===== src/rtl/ula_banco_operandos_pkg.sv =====
// Shared types for the ULA operand/result stage: default width, command opcodes, FSM states.
package ula_pkg;

   localparam int unsigned W_DEF = 32;

   typedef enum logic [1:0] {
      OP_LOAD = 2'b00,
      OP_ALU  = 2'b01,
      OP_READ = 2'b10,
      OP_RSV  = 2'b11
   } op_e;

   typedef enum logic [1:0] {
      StIdle = 2'b00,
      StExec = 2'b01,
      StResp = 2'b10
   } state_e;

endpackage


===== src/rtl/ula_banco_operandos_regs.sv =====
// NREG x W register bank: two asynchronous read ports, one synchronous write port,
// asynchronous active-low clear.
module ula_banco_regs #(
   parameter int unsigned W    = 32,
   parameter int unsigned NREG = 8,
   localparam int unsigned AW  = $clog2(NREG)
) (
   input  logic          i_clk,
   input  logic          i_rst_n,
   input  logic          i_we,
   input  logic [AW-1:0] i_waddr,
   input  logic [W-1:0]  i_wdata,
   input  logic [AW-1:0] i_raddr_a,
   output logic [W-1:0]  o_rdata_a,
   input  logic [AW-1:0] i_raddr_b,
   output logic [W-1:0]  o_rdata_b
);

   logic [W-1:0] r_mem [NREG];

   always_ff @(posedge i_clk or negedge i_rst_n) begin
      if (!i_rst_n) begin
         for (int i = 0; i < NREG; i++) begin
            r_mem[i] <= '0;
         end
      end else if (i_we) begin
         r_mem[i_waddr] <= i_wdata;
      end
   end

   assign o_rdata_a = r_mem[i_raddr_a];
   assign o_rdata_b = r_mem[i_raddr_b];

endmodule


===== src/rtl/ula_banco_operandos.sv =====
// Operand-supply and result-capture stage around an external ULA: command handshake in,
// registered operands out, ULA result written back to the bank and returned as a response.
module ula_banco_operandos
   import ula_pkg::*;
#(
   parameter int unsigned W    = W_DEF,
   parameter int unsigned NREG = 8,
   localparam int unsigned AW  = $clog2(NREG)
) (
   input  logic          i_clk,
   input  logic          i_rst_n,
   input  logic          i_cmd_valid,
   output logic          o_cmd_ready,
   input  logic [1:0]    i_cmd_op,
   input  logic [2:0]    i_cmd_func,
   input  logic [AW-1:0] i_cmd_rd,
   input  logic [AW-1:0] i_cmd_ra,
   input  logic [AW-1:0] i_cmd_rb,
   input  logic [W-1:0]  i_cmd_imm,
   output logic [W-1:0]  o_ula_a,
   output logic [W-1:0]  o_ula_b,
   output logic [2:0]    o_ula_func,
   input  logic [W-1:0]  i_ula_r,
   input  logic          i_ula_v,
   output logic          o_rsp_valid,
   input  logic          i_rsp_ready,
   output logic [W-1:0]  o_rsp_data,
   output logic          o_rsp_v,
   output logic          o_rsp_err
);

   state_e        r_state;
   logic [W-1:0]  r_ula_a;
   logic [W-1:0]  r_ula_b;
   logic [2:0]    r_ula_func;
   logic [AW-1:0] r_rd;
   logic          r_rsp_valid;
   logic [W-1:0]  r_rsp_data;
   logic          r_rsp_v;
   logic          r_rsp_err;

   op_e           w_op;
   logic          w_accept;
   logic          w_we;
   logic [AW-1:0] w_waddr;
   logic [W-1:0]  w_wdata;
   logic [W-1:0]  w_rdata_a;
   logic [W-1:0]  w_rdata_b;

   assign w_op     = op_e'(i_cmd_op);
   assign w_accept = (r_state == StIdle) && i_cmd_valid;

   // Only two writers: LOAD on its accept edge, ALU result on the EXEC edge.
   assign w_we    = (w_accept && (w_op == OP_LOAD)) || (r_state == StExec);
   assign w_waddr = (r_state == StExec) ? r_rd : i_cmd_rd;
   assign w_wdata = (r_state == StExec) ? i_ula_r : i_cmd_imm;

   ula_banco_regs #(
      .W    (W),
      .NREG (NREG)
   ) u_regs (
      .i_clk     (i_clk),
      .i_rst_n   (i_rst_n),
      .i_we      (w_we),
      .i_waddr   (w_waddr),
      .i_wdata   (w_wdata),
      .i_raddr_a (i_cmd_ra),
      .o_rdata_a (w_rdata_a),
      .i_raddr_b (i_cmd_rb),
      .o_rdata_b (w_rdata_b)
   );

   always_ff @(posedge i_clk or negedge i_rst_n) begin
      if (!i_rst_n) begin
         r_state     <= StIdle;
         r_ula_a     <= '0;
         r_ula_b     <= '0;
         r_ula_func  <= '0;
         r_rd        <= '0;
         r_rsp_valid <= 1'b0;
         r_rsp_data  <= '0;
         r_rsp_v     <= 1'b0;
         r_rsp_err   <= 1'b0;
      end else begin
         unique case (r_state)
            StIdle: begin
               if (i_cmd_valid) begin
                  case (w_op)
                     OP_ALU: begin
                        r_ula_a    <= w_rdata_a;
                        r_ula_b    <= w_rdata_b;
                        r_ula_func <= i_cmd_func;
                        r_rd       <= i_cmd_rd;
                        r_state    <= StExec;
                     end
                     OP_LOAD: begin
                        r_rsp_data  <= i_cmd_imm;
                        r_rsp_v     <= 1'b0;
                        r_rsp_err   <= 1'b0;
                        r_rsp_valid <= 1'b1;
                        r_state     <= StResp;
                     end
                     OP_READ: begin
                        r_rsp_data  <= w_rdata_a;
                        r_rsp_v     <= 1'b0;
                        r_rsp_err   <= 1'b0;
                        r_rsp_valid <= 1'b1;
                        r_state     <= StResp;
                     end
                     default: begin
                        r_rsp_data  <= '0;
                        r_rsp_v     <= 1'b0;
                        r_rsp_err   <= 1'b1;
                        r_rsp_valid <= 1'b1;
                        r_state     <= StResp;
                     end
                  endcase
               end
            end
            StExec: begin
               // ULA has had the whole EXEC cycle to settle on the latched operands.
               r_rsp_data  <= i_ula_r;
               r_rsp_v     <= i_ula_v;
               r_rsp_err   <= 1'b0;
               r_rsp_valid <= 1'b1;
               r_state     <= StResp;
            end
            StResp: begin
               if (i_rsp_ready) begin
                  r_rsp_valid <= 1'b0;
                  r_state     <= StIdle;
               end
            end
            default: r_state <= StIdle;
         endcase
      end
   end

   assign o_cmd_ready = (r_state == StIdle);
   assign o_ula_a     = r_ula_a;
   assign o_ula_b     = r_ula_b;
   assign o_ula_func  = r_ula_func;
   assign o_rsp_valid = r_rsp_valid;
   assign o_rsp_data  = r_rsp_data;
   assign o_rsp_v     = r_rsp_v;
   assign o_rsp_err   = r_rsp_err;

endmodule


===== config.mk =====
export PLATFORM = sky130hd
export DESIGN_NAME = ula_banco_operandos
export DESIGN_NICKNAME = d
export VERILOG_FILES = /design/src/rtl/ula_banco_operandos_pkg.sv /design/src/rtl/ula_banco_operandos_regs.sv /design/src/rtl/ula_banco_operandos.sv
export SDC_FILE = /design/constraint.sdc
export NUM_CORES = 1
export LEC_CHECK = 0
export CORE_UTILIZATION = 58
export CTS_CLUSTER_SIZE = 30
export DETAILED_ROUTE_END_ITERATION = 10
export HOLD_SLACK_MARGIN = 0.02
export PLACE_DENSITY_LB_ADDON = 0.1
export SYNTH_ARGS = -nofsm -noshare
export SYNTH_HDL_FRONTEND = slang
export SYNTH_HIERARCHICAL = 1
export SYNTH_SLANG_ARGS = --single-unit
export TNS_END_PERCENT = 1

===== constraint.sdc =====
create_clock -name i_clk -period 2.8 [get_ports i_clk]
set_input_delay 0.28 -clock i_clk [delete_from_list [all_inputs] [get_ports i_clk]]
set_output_delay 0.28 -clock i_clk [all_outputs]
set_load 0.01 [all_outputs]

==> results of run 1 <==
worst paths after layout:
| check | slack, ns | from | end |
|---|---|---|---|
| setup reg to reg | 0.38 | r_state[0] | u_regs/r_mem[124] |
| min in group i_clk | 0.31 | i_ula_v | o_rsp_v |
| hold reg to reg | 0.49 | o_ula_b[3] | o_ula_b[3] |
| max in group asynchronous | 1.68 | i_rst_n | u_regs/r_mem[15] |
| setup / recovery | 0.38 | r_state[0] | u_regs/r_mem[124] |
| hold / removal | 0.28 | i_rst_n | o_ula_func[1] |
registers in the layout (all words and copies together) (netlist names):
signal        cells
u_regs/r_mem    256
o_rsp_data       32
o_ula_a          32
o_ula_b          32
o_ula_func        3
r_rd              3
r_state           2
o_rsp_err         1
o_rsp_v           1
o_rsp_valid       1
routing by layer:
layer | share of wire, % | global-route usage, % | up-vias
met5 | 0 | 0 | -
met4 | 1.2 | 5.27 | 0
met3 | 3.6 | 3.10 | 42
met2 | 50 | 45.7 | 280
met1 | 46 | 38.7 | 6175
li1 | - | - | 5006
cell families (layout without fill, tap and decap cells):
family	Yosys count	after routing	share of synthesized area, %
multiplexers	583	583	44.6
flip-flops	363	363	47.7
AND/OR/NAND/NOR	128	128	3.20
buffers and inverters	95	308	3.43
AO/OA/AOI/OAI	38	38	1.05
area by class of cell:
cell class | instances | area, um2 | area share [%]
inverters | 2 | 7.51 | 0.0328
repair buffers | 234 | 2470 | 10.8
clock inverters | 13 | 184 | 0.803
multi-input cells | 749 | 9370 | 40.9
well taps | 442 | 553 | 2.41
flip-flops and latches | 363 | 9080 | 39.7
clock buffers | 59 | 1230 | 5.39
power by group through the flow:
stage | logic (mW) | registers [mW] | clock network, mW
finish | 6.05 | 8.29 | 5.56
global route | 6.45 | 8.52 | 5.90
CTS | 6.10 | 8.27 | 5.69
detailed placement | 6.06 | 8.33 | 0
global placement | 5.91 | 8.22 | 0
floorplan | 3.67 | 8.24 | 0
repair_timing:
action | in CTS | in global routing
hold buffers | 1 | 0
resized for setup | 0 | 0
setup endpoints to repair | 0 | 0
hold endpoints to repair | 49 | 0
per-stage QoR:
step / util (%) / power, mW / hold slack, ns / instances
after global placement: 66.2 / 14.1 / 0.230 / 1789
after CTS: 70.6 / 20.1 / 0.281 / 1862
after floorplan: - / 11.9 / -0.0156 / 1207
final: 70.6 / 19.9 / 0.276 / 1862
after global routing: 70.6 / 20.9 / 0.304 / 1862
after detailed placement: 66.2 / 14.4 / 0.231 / 1789
critical path, stage by stage, from the launching register on:
cell      delay, ns
dfrtp_1        0.53
nor2b_4        0.27
nand2_1        0.07
nand2_1        0.33
nor4bb_4       0.42
buf_12         0.29
mux2_2         0.38
cell usage in the layout (no fill, tap or decap), types with 2 or more instances in the layout:
master | Yosys | layout
clkdlybuf4s50_1 | 0 | 177
buf_2 | 27 | 5
nand2b_4 | 2 | 2
buf_12 | 0 | 22
mux2_4 | 64 | 64
nand4b_1 | 3 | 3
clkbuf_8 | 0 | 12
nor4bb_4 | 0 | 3
dfrtp_1 | 363 | 363
clkbuf_16 | 0 | 42
clkbuf_1 | 7 | 5
nor2_1 | 2 | 2
clkinvlp_4 | 0 | 3
bufinv_16 | 0 | 4
mux2i_1 | 33 | 33
o21ai_0 | 30 | 30
buf_4 | 16 | 28
nor2_4 | 2 | 2
mux4_1 | 80 | 80
mux2_1 | 24 | 24
inv_1 | 2 | 2
clkinv_2 | 0 | 5
mux4_2 | 48 | 48
o21ai_1 | 3 | 3
nand2_1 | 108 | 108
mux2_2 | 334 | 334
==> impl_metrics.py, run 1 <==
metrics = {
    "clocking": {
        "cts-htree-levels": 2,
        "cts_tree": "yes",
        "cts_num_sinks": 363,
        "post-cts-setup-buffers": 0,
        "clk_latency_ns": 0.53,
        "clkTransAtPathRegs_ns": 0.06,
        "cts_buffers": 40,
        "root_buffer": "clkbuf_16",
        "clock_tree.buffer_depth": 3,
    },
    "sta": {
        "slew_headroom_pct": 61.3,
        "hold_violations": 0,
        "final.setup.worst_slack_ns": 0.383,
        "period_needed_ns": 2.42,
        "setup_viol": 0,
        "fmax_ghz": 0.414,
        "post-route-period-util_pct": 86.3,
        "tightest_slew_ns": 0.580,
        "finalClockSkew_ns": 0.0164,
        "rsz0062_at_grt": "false",
        "drv_slew": 0,
        "setup_tns_ns": 0,
    },
    "floorplan": {
        "die_h_um": 183,
        "coreArea_um2": 32500,
        "io_pins": 186,
        "dieArea_um2": 33600,
        "initial_core_util_pct": 58.7,
        "num_rows": 66,
        "die_w_um": 183,
    },
    "pwr": {
        "switching_power_mw": 5.36,
        "p_int_mw": 14.5,
        "p_leak_nw": 10.7,
        "pwr-share-clk_pct": 27.9,
        "seq_power_share_pct": 41.7,
        "peakVddDrop_v": 0.000489,
        "power_frac_comb_pct": 30.4,
        "powerDensity_nw_per_um2": 869,
        "switching_share_pct": 26.9,
    },
    "synthesis": {
        "synth_common_cells": "dfrtp_1 (363), mux2_2 (334), nand2_1 (108)",
        "yosys_warnings": 6,
        "yosysSeqAreaShare_pct": 47.7,
        "syn-cell-area_um2": 19100,
        "synthArstFlopShare_pct": 100,
        "ys_seq_elements": 363,
        "yosys.cell_count.top_type": "dfrtp_1",
        "yosysUniqueCellTypes": 35,
        "synth_nets": 1290,
        "synthCells": 1207,
        "synth_ff_type": "dfrtp_1",
        "synth.avg_cell_area_um2": 15.8,
        "yosysTopAreaCellShare_pct": 47.7,
        "synth_edf_count": 0,
        "ys_top_cells_by_area": "dfrtp_1 (48%), mux2_2 (20%), mux4_1 (11%)",
        "yosys.area.top_type": "dfrtp_1",
    },
    "finish": {
        "area_delta_synth_final_pct": 20.2,
        "fillerInstances": 2176,
        "nNetsFinal": 1473,
        "diodes": 0,
        "final_area_um2": 22900,
        "layout-drive-gt1-share_pct": 40.9,
    },
    "drt": {
        "route.final.wire_length_um": 44200,
        "dr.pass1.iters": 7,
        "wl_per_cell_um": 23.7,
        "drt-initial-drc-count": 624,
        "postRouteAntennaNets": 0,
        "remaining_drc_errors": 0,
        "vias_per_cell": 6.18,
        "vias": 11500,
    },
    "placement": {
        "placed_area_um2": 21500,
        "io_buffers": 185,
        "dp_hpwl_um": 28000,
        "gp_congestion": 0.748,
        "dp_slack_ns": 0.363,
    },
    "global_route": {
        "antenna_found_initial": 0,
        "grt.total_usage_pct": 27.2,
        "grt_remaining_overflow": 0,
        "grt_max_degree": 85,
        "grt_pass1_wl_um": 70000,
        "grt_pass1_vias": 11900,
    },
    "worst_setup_path": {
        "worstPathArrival_ns": 2.83,
        "critPathCaptureType": "flop",
        "cp.required_ns": 3.21,
        "path_class": "flop to flop",
        "worstPathMaxFanout": 32,
        "reg2regPathDepth": 6,
        "start_kind": "flop",
    },
    "run": {
        "maxCapViolations": 0,
    },
    "hold_path": {
        "hp-class": "input port to asynchronous set/reset pin",
    },
    "run_status": {
        "status": "complete, no violations",
    },
}
Power figures use the tool's default switching activity.
==> inputs of run 2 (changes only) <==
--- a/config.mk
+++ b/config.mk
@@ -8,8 +8,10 @@
 export CORE_UTILIZATION = 58
 export CTS_CLUSTER_SIZE = 30
 export DETAILED_ROUTE_END_ITERATION = 10
+export GPL_TIMING_DRIVEN = 0
 export HOLD_SLACK_MARGIN = 0.02
 export PLACE_DENSITY_LB_ADDON = 0.1
+export SLEW_MARGIN = 20
 export SYNTH_ARGS = -nofsm -noshare
 export SYNTH_HDL_FRONTEND = slang
 export SYNTH_HIERARCHICAL = 1
==> impl_metrics.py, run 2 (synthesis results as in run 1) <==
metrics = {
    "sta": {
        "drv_slew": 0,
        "slew_headroom_pct": 35.9,
        "fmax_ghz": 0.365,
        "hold_violations": 0,
        "rsz0062_at_grt": "true",
        "post-route-period-util_pct": 97.8,
        "setup_viol": 0,
        "period_needed_ns": 2.74,
        "whs_ns": 0.252,
        "finalClockSkew_ns": 0.0189,
        "tightest_slew_ns": 0.961,
    },
    "drt": {
        "postRouteAntennaNets": 0,
        "vias_per_cell": 6.15,
        "vias": 11700,
        "route.final.wire_length_um": 48200,
        "remaining_drc_errors": 0,
        "wl_per_cell_um": 25.4,
        "dr.pass1.iters": 5,
        "drt-initial-drc-count": 735,
    },
    "finish": {
        "nNetsFinal": 1515,
        "layout.cells.most_common": "dfrtp_1",
        "final_util_pct": 70.4,
        "area_delta_synth_final_pct": 19.9,
        "fin_cells": 1900,
        "final_cell_mix": "dfrtp_1 (362), mux2_2 (334), clkdlybuf4s50_1 (177)",
        "top_register": "u_regs/r_mem",
        "layout-drive-gt1-share_pct": 40.8,
        "diodes": 0,
        "largest_reg_flops": 256,
    },
    "clocking": {
        "cts_num_sinks": 363,
        "root_buffer": "clkbuf_16",
        "cts_tree": "yes",
        "clkTransAtPathRegs_ns": 0.06,
        "cts-htree-levels": 2,
        "clock_tree.buffer_depth": 3,
        "post-cts-setup-buffers": 0,
        "clk_latency_ns": 0.54,
        "cts_buffers": 40,
    },
    "run": {
        "maxCapViolations": 0,
    },
    "floorplan": {
        "coreArea_um2": 32500,
        "die_h_um": 183,
        "io_pins": 186,
        "initial_core_util_pct": 58.7,
        "dieArea_um2": 33600,
        "die_w_um": 183,
        "num_rows": 66,
    },
    "worst_setup_path": {
        "reg2regPathDepth": 9,
        "worstPathArrival_ns": 3.14,
        "path_class": "flop to flop",
        "critPathCaptureType": "flop",
        "cp.required_ns": 3.21,
        "start_kind": "flop",
        "worstPathMaxFanout": 10,
    },
    "hold_path": {
        "hp-class": "input port to asynchronous set/reset pin",
    },
    "placement": {
        "dp_hpwl_um": 31700,
        "io_buffers": 178,
        "dp.cells": 1831,
        "gp_congestion": 0.794,
    },
    "global_route": {
        "grt_pass1_wl_um": 74800,
        "grt.total_usage_pct": 29.9,
        "antenna_found_initial": 0,
        "grt_max_degree": 99,
        "grt_pass1_vias": 12400,
        "grt_remaining_overflow": 0,
    },
    "pwr": {
        "p_leak_nw": 10.8,
        "peakVddDrop_v": 0.000578,
        "powerDensity_nw_per_um2": 859,
    },
    "run_status": {
        "status": "complete, no violations",
    },
}
## run 2: cell types whose count changed in the layout (fill, tap and decap cells not counted), moves of 10 or more
cell / previous run / this run
buf_1: 0 / 11
buf_12: 22 / 0
buf_2: 5 / 27
buf_4: 28 / 13
buf_6: 0 / 30
clkbuf_1: 5 / 15
## run 2: path summary, 6_finish.rpt
check | start | end | slack (ns)
hold / removal | i_rst_n | o_rsp_err | 0.25
setup reg to reg | r_state[0] | u_regs/r_mem[225] | 0.06
max in group asynchronous | i_rst_n | o_rsp_data[15] | 1.05
setup / recovery | r_state[0] | u_regs/r_mem[225] | 0.06
hold reg to reg | o_rsp_valid | o_rsp_valid | 0.48
min in group i_clk | i_cmd_op[1] | o_rsp_data[0] | 0.28
## run 2: layout make-up
class / instances / area, um2
clock buffer: 60 / 1210
inverter: 2 / 7.51
buffer: 93 / 666
sequential: 363 / 9080
timing repair buffer: 183 / 1910
fill: 2236 / 9620
tap: 442 / 553
clock inverter: 8 / 97.6
multi-input combinational: 749 / 9320
## run 2: repair_timing
item	in CTS	in global routing
resized for setup	2	7
hold buffers	1	0
hold endpoints to repair	50	0
endpoints found under the setup margin	30	103
## run 2: critical path: stages (launching register included)
cell and delay (ns):
dfrtp_2 0.47, nor2b_1 0.15, clkbuf_4 0.19, buf_4 0.20, nand2_1 0.07, nand2_1 0.06, buf_2 0.17, nor4b_4 0.58
buf_4 0.35, mux2_2 0.36
## run 2: power by group
group	leakage [nW]	internal (mW)	switching, mW
Combinational	5.40	4.03	2.06
Clock	0.647	3.15	2.10
Sequential	4.71	7.08	1.20
Total	10.8	14.3	5.36
## run 2: metrics by stage
stage | setup slack [ns] | setup TNS, ns | total power, mW | cell area, um2
after floorplan | 0.530 | 0 | 11.9 | 19100
after global placement | -14.62 | -5287.63 | 14.2 | 21400
after detailed placement | -0.0708 | -3.10 | 14.4 | 21500
after CTS | 0.00863 | 0 | 19.7 | 22800
after global routing | -0.0181 | -0.0666 | 20.6 | 22800
final | 0.0624 | 0 | 19.6 | 22800
## run 2: layer usage
| metal | routed length, um | vias to the layer above | GRT usage [%] |
|---|---|---|---|
| met5 | 0 | - | 0 |
| met4 | 1190 | 0 | 8.70 |
| met3 | 2150 | 81 | 4.29 |
| met2 | 23400 | 334 | 49.0 |
| met1 | 21400 | 6224 | 42.0 |
| li1 | - | 5053 | - |
